$ cat src/rtl/bp_be_pkg.sv
// Shared BE-side types for the FE queue receiver: configuration selector,
// FE->BE queue message, BE->FE command, and the receiver state enum.
package bp_be_pkg;

  typedef enum logic [0:0] {
    e_bp_default_cfg = 1'b0
  } bp_params_e;

  localparam int vaddr_width_gp = 39;
  localparam int instr_width_gp = 32;

  typedef enum logic [0:0] {
    e_fe_fetch     = 1'b0,
    e_fe_exception = 1'b1
  } bp_fe_msg_type_e;

  typedef enum logic [1:0] {
    e_itlb_miss          = 2'd0,
    e_instr_page_fault   = 2'd1,
    e_instr_access_fault = 2'd2,
    e_illegal_instr      = 2'd3
  } bp_fe_exception_code_e;

  // msg_type sits at the MSB so the receiver can classify a raw message by slicing
  typedef struct packed {
    bp_fe_msg_type_e             msg_type;
    logic [vaddr_width_gp-1:0]   pc;
    bp_fe_exception_code_e       exc_code;
    logic [instr_width_gp-1:0]   instr;
  } bp_fe_queue_s;

  typedef enum logic [2:0] {
    e_op_state_reset    = 3'd0,
    e_op_pc_redirection = 3'd1,
    e_op_attaboy        = 3'd2,
    e_op_icache_fence   = 3'd3,
    e_op_itlb_fill      = 3'd4
  } bp_fe_cmd_opcode_e;

  typedef struct packed {
    bp_fe_cmd_opcode_e           opcode;
    logic [vaddr_width_gp-1:0]   vaddr;
  } bp_fe_cmd_s;

  typedef enum logic [1:0] {
    e_run        = 2'd0,
    e_cmd_wait   = 2'd1,
    e_fault_wait = 2'd2
  } bp_be_fe_queue_rx_state_e;

  function automatic int fe_queue_width_f(bp_params_e cfg);
    case (cfg)
      e_bp_default_cfg: return $bits(bp_fe_queue_s);
      default:          return $bits(bp_fe_queue_s);
    endcase
  endfunction

  function automatic int fe_cmd_width_f(bp_params_e cfg);
    case (cfg)
      e_bp_default_cfg: return $bits(bp_fe_cmd_s);
      default:          return $bits(bp_fe_cmd_s);
    endcase
  endfunction

endpackage

$ cat src/rtl/bp_be_fe_queue_rx_fifo.sv
// FE queue storage: power-of-two ring buffer with wrap-bit pointers and a
// single-cycle flush. Storage contents are intentionally not reset.
module bp_be_fe_queue_rx_fifo #(
  parameter  int width_p      = 1,
  parameter  int els_p        = 4,
  localparam int idx_width_lp = $clog2(els_p),
  localparam int ptr_width_lp = idx_width_lp + 1
) (
  input  logic               clk_i,
  input  logic               reset_n_i,
  input  logic [width_p-1:0] data_i,
  input  logic               v_i,
  input  logic               yumi_i,
  input  logic               flush_i,
  output logic [width_p-1:0] data_o,
  output logic               full_o,
  output logic               empty_o
);

  logic [ptr_width_lp-1:0] wptr_r, rptr_r;
  logic [width_p-1:0]      mem_r [els_p];
  logic                    push, pop;

  assign empty_o = (wptr_r == rptr_r);
  assign full_o  = (wptr_r[idx_width_lp] != rptr_r[idx_width_lp])
                 & (wptr_r[idx_width_lp-1:0] == rptr_r[idx_width_lp-1:0]);
  assign push    = v_i & ~full_o;
  assign pop     = yumi_i & ~empty_o;
  assign data_o  = mem_r[rptr_r[idx_width_lp-1:0]];

  // Pointer update; flush overrides any same-cycle push or pop
  always_ff @(posedge clk_i or negedge reset_n_i) begin
    if (!reset_n_i) begin
      wptr_r <= '0;
      rptr_r <= '0;
    end else if (flush_i) begin
      wptr_r <= '0;
      rptr_r <= '0;
    end else begin
      if (push) wptr_r <= wptr_r + 1'b1;
      if (pop)  rptr_r <= rptr_r + 1'b1;
    end
  end

  // Entry write at the tail
  always_ff @(posedge clk_i) begin
    if (push) mem_r[wptr_r[idx_width_lp-1:0]] <= data_i;
  end

endmodule

$ cat src/rtl/bp_be_fe_queue_rx.sv
// BE receive side of the FE queue: buffers FE messages for issue, holds one
// outgoing FE command (redirect or attaboy), and gates FE traffic while a
// redirect is outstanding or after an exception has been buffered.
// Optional feature macro: BP_BE_FE_QUEUE_RX_STATS_EN adds saturating
// drop_count_o / flush_count_o counters.
//
// state        | meaning
// e_run        | accepting FE messages into the buffer
// e_cmd_wait   | redirect in the slot; FE messages are stale and dropped
// e_fault_wait | exception buffered; FE messages dropped until a redirect
module bp_be_fe_queue_rx
  import bp_be_pkg::*;
#(
  parameter  bp_params_e bp_params_p   = e_bp_default_cfg,
  parameter  int fifo_els_p            = 4,
  localparam int fe_queue_width_lp     = fe_queue_width_f(bp_params_p),
  localparam int fe_cmd_width_lp       = fe_cmd_width_f(bp_params_p)
) (
  input  logic                         clk_i,
  input  logic                         reset_n_i,
  input  logic [fe_queue_width_lp-1:0] fe_queue_i,
  input  logic                         fe_queue_v_i,
  output logic                         fe_queue_ready_o,
  output logic [fe_queue_width_lp-1:0] issue_pkt_o,
  output logic                         issue_v_o,
  input  logic                         issue_yumi_i,
  input  logic                         redirect_v_i,
  input  logic [fe_cmd_width_lp-1:0]   redirect_pkt_i,
  output logic                         cmd_ready_o,
  input  logic                         attaboy_v_i,
  input  logic [fe_cmd_width_lp-1:0]   attaboy_pkt_i,
  output logic [fe_cmd_width_lp-1:0]   fe_cmd_o,
  output logic                         fe_cmd_v_o,
  input  logic                         fe_cmd_yumi_i
`ifdef BP_BE_FE_QUEUE_RX_STATS_EN
 ,output logic [15:0]                  drop_count_o
 ,output logic [15:0]                  flush_count_o
`endif
);

  bp_be_fe_queue_rx_state_e   state_r;
  logic                       slot_valid_r;
  logic                       slot_is_redirect_r;
  logic [fe_cmd_width_lp-1:0] slot_r;
  logic                       full, empty;
  logic                       redirect_accept, attaboy_accept, cmd_yumi;
  logic                       fe_push, fe_is_exc;

  assign cmd_ready_o      = ~slot_valid_r;
  assign fe_queue_ready_o = (state_r != e_cmd_wait) & ~full;
  assign redirect_accept  = redirect_v_i & cmd_ready_o;
  assign attaboy_accept   = attaboy_v_i & cmd_ready_o & ~redirect_v_i;
  assign cmd_yumi         = fe_cmd_yumi_i & slot_valid_r;
  // A redirect in the same cycle flushes, so the incoming message is lost too
  assign fe_push          = fe_queue_v_i & fe_queue_ready_o & (state_r == e_run) & ~redirect_accept;
  assign fe_is_exc        = (bp_fe_msg_type_e'(fe_queue_i[fe_queue_width_lp-1 -: 1]) == e_fe_exception);

  assign issue_v_o  = ~empty;
  assign fe_cmd_v_o = slot_valid_r;
  assign fe_cmd_o   = slot_r;

  bp_be_fe_queue_rx_fifo #(
    .width_p (fe_queue_width_lp),
    .els_p   (fifo_els_p)
  ) fifo (
    .clk_i     (clk_i),
    .reset_n_i (reset_n_i),
    .data_i    (fe_queue_i),
    .v_i       (fe_push),
    .yumi_i    (issue_yumi_i),
    .flush_i   (redirect_accept),
    .data_o    (issue_pkt_o),
    .full_o    (full),
    .empty_o   (empty)
  );

  // State machine and command slot; slot_is_redirect_r decides whether a yumi releases e_cmd_wait
  always_ff @(posedge clk_i or negedge reset_n_i) begin
    if (!reset_n_i) begin
      state_r            <= e_run;
      slot_valid_r       <= 1'b0;
      slot_is_redirect_r <= 1'b0;
      slot_r             <= '0;
    end else begin
      if (redirect_accept) begin
        slot_valid_r       <= 1'b1;
        slot_is_redirect_r <= 1'b1;
        slot_r             <= redirect_pkt_i;
        state_r            <= e_cmd_wait;
      end else if (attaboy_accept) begin
        slot_valid_r       <= 1'b1;
        slot_is_redirect_r <= 1'b0;
        slot_r             <= attaboy_pkt_i;
      end else if (cmd_yumi) begin
        slot_valid_r <= 1'b0;
        if (slot_is_redirect_r) state_r <= e_run;
      end
      if (fe_push & fe_is_exc) state_r <= e_fault_wait;
    end
  end

`ifdef BP_BE_FE_QUEUE_RX_STATS_EN
  logic fe_drop;
  assign fe_drop = fe_queue_v_i & ~fe_push;

  // Saturating drop and flush statistics
  always_ff @(posedge clk_i or negedge reset_n_i) begin
    if (!reset_n_i) begin
      drop_count_o  <= '0;
      flush_count_o <= '0;
    end else begin
      if (fe_drop && drop_count_o != 16'hffff)          drop_count_o  <= drop_count_o + 16'd1;
      if (redirect_accept && flush_count_o != 16'hffff) flush_count_o <= flush_count_o + 16'd1;
    end
  end
`endif

endmodule

$ cat config.mk
export PLATFORM = sky130hd
export DESIGN_NAME = bp_be_fe_queue_rx
export DESIGN_NICKNAME = d
export VERILOG_FILES = /design/src/rtl/bp_be_pkg.sv /design/src/rtl/bp_be_fe_queue_rx_fifo.sv /design/src/rtl/bp_be_fe_queue_rx.sv
export SDC_FILE = /design/constraint.sdc
export NUM_CORES = 1
export LEC_CHECK = 0
export ABC_AREA = 1
export CORE_MARGIN = 2
export CORE_UTILIZATION = 30
export DETAILED_ROUTE_END_ITERATION = 16
export RECOVER_POWER = 50
export SYNTH_ARGS = -nofsm -noshare
export SYNTH_HDL_FRONTEND = slang
export SYNTH_SLANG_ARGS = --single-unit
export TNS_END_PERCENT = 50
$ cat constraint.sdc
create_clock -name clk_i -period 4.7 [get_ports clk_i]
set_input_delay 0.47 -clock clk_i [delete_from_list [all_inputs] [get_ports clk_i]]
set_output_delay 0.47 -clock clk_i [all_outputs]
set_load 0.02 [all_outputs]
After elaboration in Yosys (flattened, before gate mapping):

Memories as Yosys holds them, arrays and structs flattened.
Index checks and enable logic that the tools add are counted.
Widths: inputs -> output; s select.

* $add $sub $neg: 2
* multiply operators: 0
* divide/modulo/power cells: 0
* $lt $le $gt $ge: 0
* eq/ne operators: 5
* shift operators: 0
* muxes and demuxes: 18
* bitwise operators: 17
* reductions and logical operators: 8

Operators by type and width (count)
* $mux 42: 2
* $and 1x1->1: 12
* $mux 3: 4
* $mux 2: 5
* $reduce_bool 3->1: 3
* $mux 1: 7
* $add 3x1->3 const B: 2
* $reduce_bool 2->1: 3
* $not 1->1: 5
* $eq 3x3->1: 1
* $ne 3x2->1 const B: 1
* $reduce_and 3->1: 1
* $eq 2x2->1: 1
* $logic_not 2->1: 1
* $ne 2x1->1 const B: 1
* $ne 1x1->1: 1

* flip-flop bits (word level): 52
* latch bits: 0
* memory bits (writable): 296
* ROM bits: 0
* output and inout bits: 120
* memories: 1

Memories
* fifo.mem_r: words 4, bits a word 74, rd ports 1, clocked after Yosys merged registers in 0, write ports 1, RTL line bp_be_fe_queue_rx_fifo.sv:21 `logic [width_p-1:0] mem_r [els_p];`

Longest topological paths before layout:

* depth in word-level cells: 10
* mapped depth: 7

Cells and area by module:

A second synthesis with hierarchy kept.

* cells, all modules: 1120
* area total of the unflattened synthesis: 13710.6 µm²

Modules (own cells, without submodules)
* bp_be_fe_queue_rx_fifo: instances 1, cells each 777, area an instance 11344.6 µm²
* bp_be_fe_queue_rx: instances 1, cells each 343, area an instance 2366.0 µm²

Worst setup path after synthesis:

Ideal clock, no wire load.

* kind: register to register
* start: reg slot_valid_r, in the netlist fe_cmd_v_o
* end: mem fifo.mem_r[0][0] in the netlist's numbering, enable pin
* library setup time: 507 ps
* arrival time: 4187 ps
* required time: 4193 ps
* setup slack: 6 ps
* cell stages (with the launch flop): 7
* path buffers: 0
* clock period less this slack: 4694 ps
* cells stage by stage: dfrtp_1 -> inv_2 -> nand2_2 -> inv_2 -> nor3_2 -> nand2_2 -> nor2_1

* cells in the longest elaborated chain, start to end: 7

RTL lines
* start: declaration: RTL line bp_be_fe_queue_rx.sv:42 `logic slot_valid_r;`
* start signal: assignment: RTL line bp_be_fe_queue_rx.sv:81 `slot_valid_r <= 1'b0;`
* start signal: assignment: RTL line bp_be_fe_queue_rx.sv:86 `slot_valid_r <= 1'b1;`
* start signal: assignment: RTL line bp_be_fe_queue_rx.sv:91 `slot_valid_r <= 1'b1;`
* $not 1->1: RTL line bp_be_fe_queue_rx.sv:49 `assign cmd_ready_o = ~slot_valid_r;`
* via cmd_ready_o: RTL line bp_be_fe_queue_rx.sv:29 `output logic cmd_ready_o,`
* $and 1x1->1: RTL line bp_be_fe_queue_rx.sv:51 `assign redirect_accept = redirect_v_i & cmd_ready_o;`
* $not 1->1: RTL line bp_be_fe_queue_rx.sv:55 `assign fe_push = fe_queue_v_i & fe_queue_ready_o & (state_r == e_run) & ~redirect_accept;`
* $and 1x1->1: RTL line bp_be_fe_queue_rx.sv:55
* $and 1x1->1: RTL line bp_be_fe_queue_rx_fifo.sv:27 `assign push = v_i & ~full_o;`
* $mux 1: RTL line bp_be_fe_queue_rx_fifo.sv:47 `if (push) mem_r[wptr_r[idx_width_lp-1:0]] <= data_i;`
* $mux 1 (not written as such): RTL line bp_be_fe_queue_rx_fifo.sv:47
* end: declaration: RTL line bp_be_fe_queue_rx_fifo.sv:21

The timed path passes the listed nets, and every way through them passes these cells.

Worst setup path in the final report:

* start: reg fifo.rptr_r[0]
* end: out issue_pkt_o[71]

* cells in the longest elaborated chain, start to end: 1

RTL lines
* start: declaration: RTL line bp_be_fe_queue_rx_fifo.sv:20 `logic [ptr_width_lp-1:0] wptr_r, rptr_r;`
* start signal: assignment: RTL line bp_be_fe_queue_rx_fifo.sv:41 `if (pop) rptr_r <= rptr_r + 1'b1;`
* $mem_v2 4x74
* end: declaration: RTL line bp_be_fe_queue_rx.sv:24 `output logic [fe_queue_width_lp-1:0] issue_pkt_o,`

Every way passes these cells.

==> results.toml <==
[clock_network]
cts_hold_buf = 0
clkLatencyLatePin_ns = 0.56
cts_root_buf = "clkbuf_16"
cts_setup_buffers = 0
cts_resized = 0
htreeDepth = 2
path_clk_slew_ns = 0.05
cts_tree = "built"
cts_buffer_depth = 3
cts_buffers = 39
clock-sinks = 348

[critical_path]
slowest_stage = "clkdlybuf4s50_1"
r2r_slack_ns = 1.11
crit_buf_inv = 3
reg2reg_from = "fe_cmd_v_o"
critPathCapture = "issue_pkt_o[71]"
startpoint = "fifo.rptr_r[0]"
cp_max_fo = 63
endpoint_kind = "output port"
critPathKind = "reg -> out"
crit_chain = "inv_4 -> buf_12 -> o21ai_1 -> o22ai_1 -> clkdlybuf4s50_1"
worstRegToRegCells = 6
cp-start-kind = "flip-flop"
cp_top_family = "buffers and inverters"
arrival_ns = 3.18
worstSetupPathDepth = 5
worstPathRequired_ns = 4.23
worst_path_largest_cell_delay_ns = 0.68
rr_endpoint = "fe_cmd_v_o"

[synth]
yosys_warnings = 0
ys_async_sr_fraction = 0.149
syn-cell-area_sq_um = 13400
syn_nets = 1198
synth.distinct_cells = 21
synth-edff-count = 296
synth_seq_cells = 348
netlist_instances = 1028
postSynthAreaPerCell_sq_um = 13.0
ys_seq_area_frac = 0.761
synth_flop_cell = "edfxtp_1"

[sta]
fin_skew_ns = 0.0180
fin_crit_sh = 0.777
finalSetupTns_ns = 0
layout_min_cycle_time_ns = 3.65
tightest_slew_ns = 2.93
rsz0062_at_grt = "false"
max-slew-margin-rel = -0.955
max_freq_ghz = 0.274
hold_violations = 0
slew_violations = 110
setup_viol = 0

[grt]
antenna_found_initial = 7
grt_max_degree = 78
grt_pass1_wl_um = 52900
track_usage = 0.147
grt_pass1_vias = 9093
overflow = 0

[drt]
postRouteAntennaNets = 0
routed_via_density = 4.72
drt_first_pass_iters = 5
wl_per_cell_um = 17.9
vias = 9059
dr.first_iter.drc_count = 615
drcViolationCount = 0
wl_um = 34300

[placed_design]
gp_congestion = 0.846
dpl.hpwl_um = 19300
io_buffers = 284

[floorplan]
die_h_um = 215
coreArea_sq_um = 44100
dieArea_sq_um = 46300
fp.dieW_um = 215
rows = 77
boundaryPins = 285
start_util = 0.303

[finish]
layout_commonest_cell = "edfxtp_1"
area_growth_pct = 34.3
final_cell_mix = "edfxtp_1, nor2_1, o21ai_0, clkdlybuf4s50_1, dlygate4sd3_1"
nets = 1471
drive_above_1_share = 0.0589

[hold_path]
min_path_type = "reg -> reg"

[run]
maxCapViolCount = 2

[power_and_ir_drop]
p_total_w = 0.0104
ir_drop_mv = 0.399
power_density_nw_per_um2 = 577
cellLeakagePower_nw = 6.19

[run_status]
violations = "capacitance limit, slew limit"
outcome = "finished, violations left"
-- sequential cells by signal, indices dropped and copies added (netlist names) --
name,flops
fifo.rptr_r,3
fe_cmd_o,42
fifo.mem_r,296
slot_is_redirect_r,1
state_r,2
fe_cmd_v_o,1
fifo.wptr_r,3
-- power by group --
part | internal [W] | switching [W]
registers | 0.00379 | 0.000196
clock network | 0.00152 | 0.00117
logic | 0.00145 | 0.00225
-- cells in the mapped netlist (3+ instances only) --
| library cell | n | area (sq um) |
|---|---|---|
| nand4_1 | 4 | 25.0 |
| buf_2 | 22 | 110 |
| inv_2 | 4 | 15.0 |
| dfrtp_1 | 52 | 1300 |
| buf_4 | 3 | 22.5 |
| o21ai_0 | 180 | 901 |
| nand3_1 | 11 | 55.1 |
| o22ai_1 | 74 | 463 |
| clkbuf_1 | 39 | 146 |
| inv_1 | 13 | 48.8 |
| edfxtp_1 | 296 | 8890 |
| o21ai_1 | 54 | 270 |
| nor2_1 | 195 | 732 |
| nand2_1 | 66 | 248 |
| ha_1 | 5 | 62.6 |
-- layer usage --
metal / global-route usage / up-vias / share of wire
met5: 0 / - / 0.0015
met4: 0.0582 / 8 / 0.031
met3: 0.0527 / 66 / 0.086
met2: 0.233 / 303 / 0.45
met1: 0.183 / 4361 / 0.43
li1: - / 4321 / -
-- kinds of logic after synthesis --
group                      count (synthesis)  synth area share
buffers and inverters                     83            0.0273
adders and majority gates                  5           0.00467
and+or+nand+nor                          281            0.0823
DFF                                      348             0.761
xor gates and xnor gates                   3           0.00252
AOI/OAI and AO/OA                        308             0.122
-- worst min path at each step --
| stage | start | end | cells after the start |
|---|---|---|---|
| finish | state_r[0] | state_r[0] | 2 |
| global route | state_r[0] | state_r[0] | 2 |
| CTS | reset_n_i | fe_cmd_o[34] | 2 |
| detailed placement | state_r[0] | state_r[0] | 2 |
| global placement | state_r[0] | state_r[0] | 2 |
| floorplan | reset_n_i | fe_cmd_o[0] | 0 |
-- tightest hold or removal path, cell delays in order, from the launching register on --
cell	delay, ns
dfrtp_1	0.34
nand2_1	0.05
nand2_1	0.05
-- stage by stage --
stage	std cells	util	hold slack [ns]	instance area, sq um	setup WS, ns
2_1_floorplan	1028	-	0.174	13400	0.00622
3_3_place_gp	1852	0.382	0.460	16900	1.59
3_5_place_dp	1852	0.382	0.469	16900	1.56
4_1_cts	1916	0.408	0.0577	18000	0.949
5_1_grt	1916	0.407	0.490	18000	0.743
6_report	1918	0.408	0.477	18000	1.05
-- area by class of cell --
type | instances | area [sq um]
clock inverters | 19 | 121
multi-input cells | 597 | 2860
inverters | 17 | 66.3
well taps | 592 | 741
clock buffers | 45 | 998
diodes | 2 | 5.00
flip-flops and latches | 348 | 10200
fillers | 4173 | 26100
repair buffers | 298 | 3000
Power figures use the tool's default switching activity.
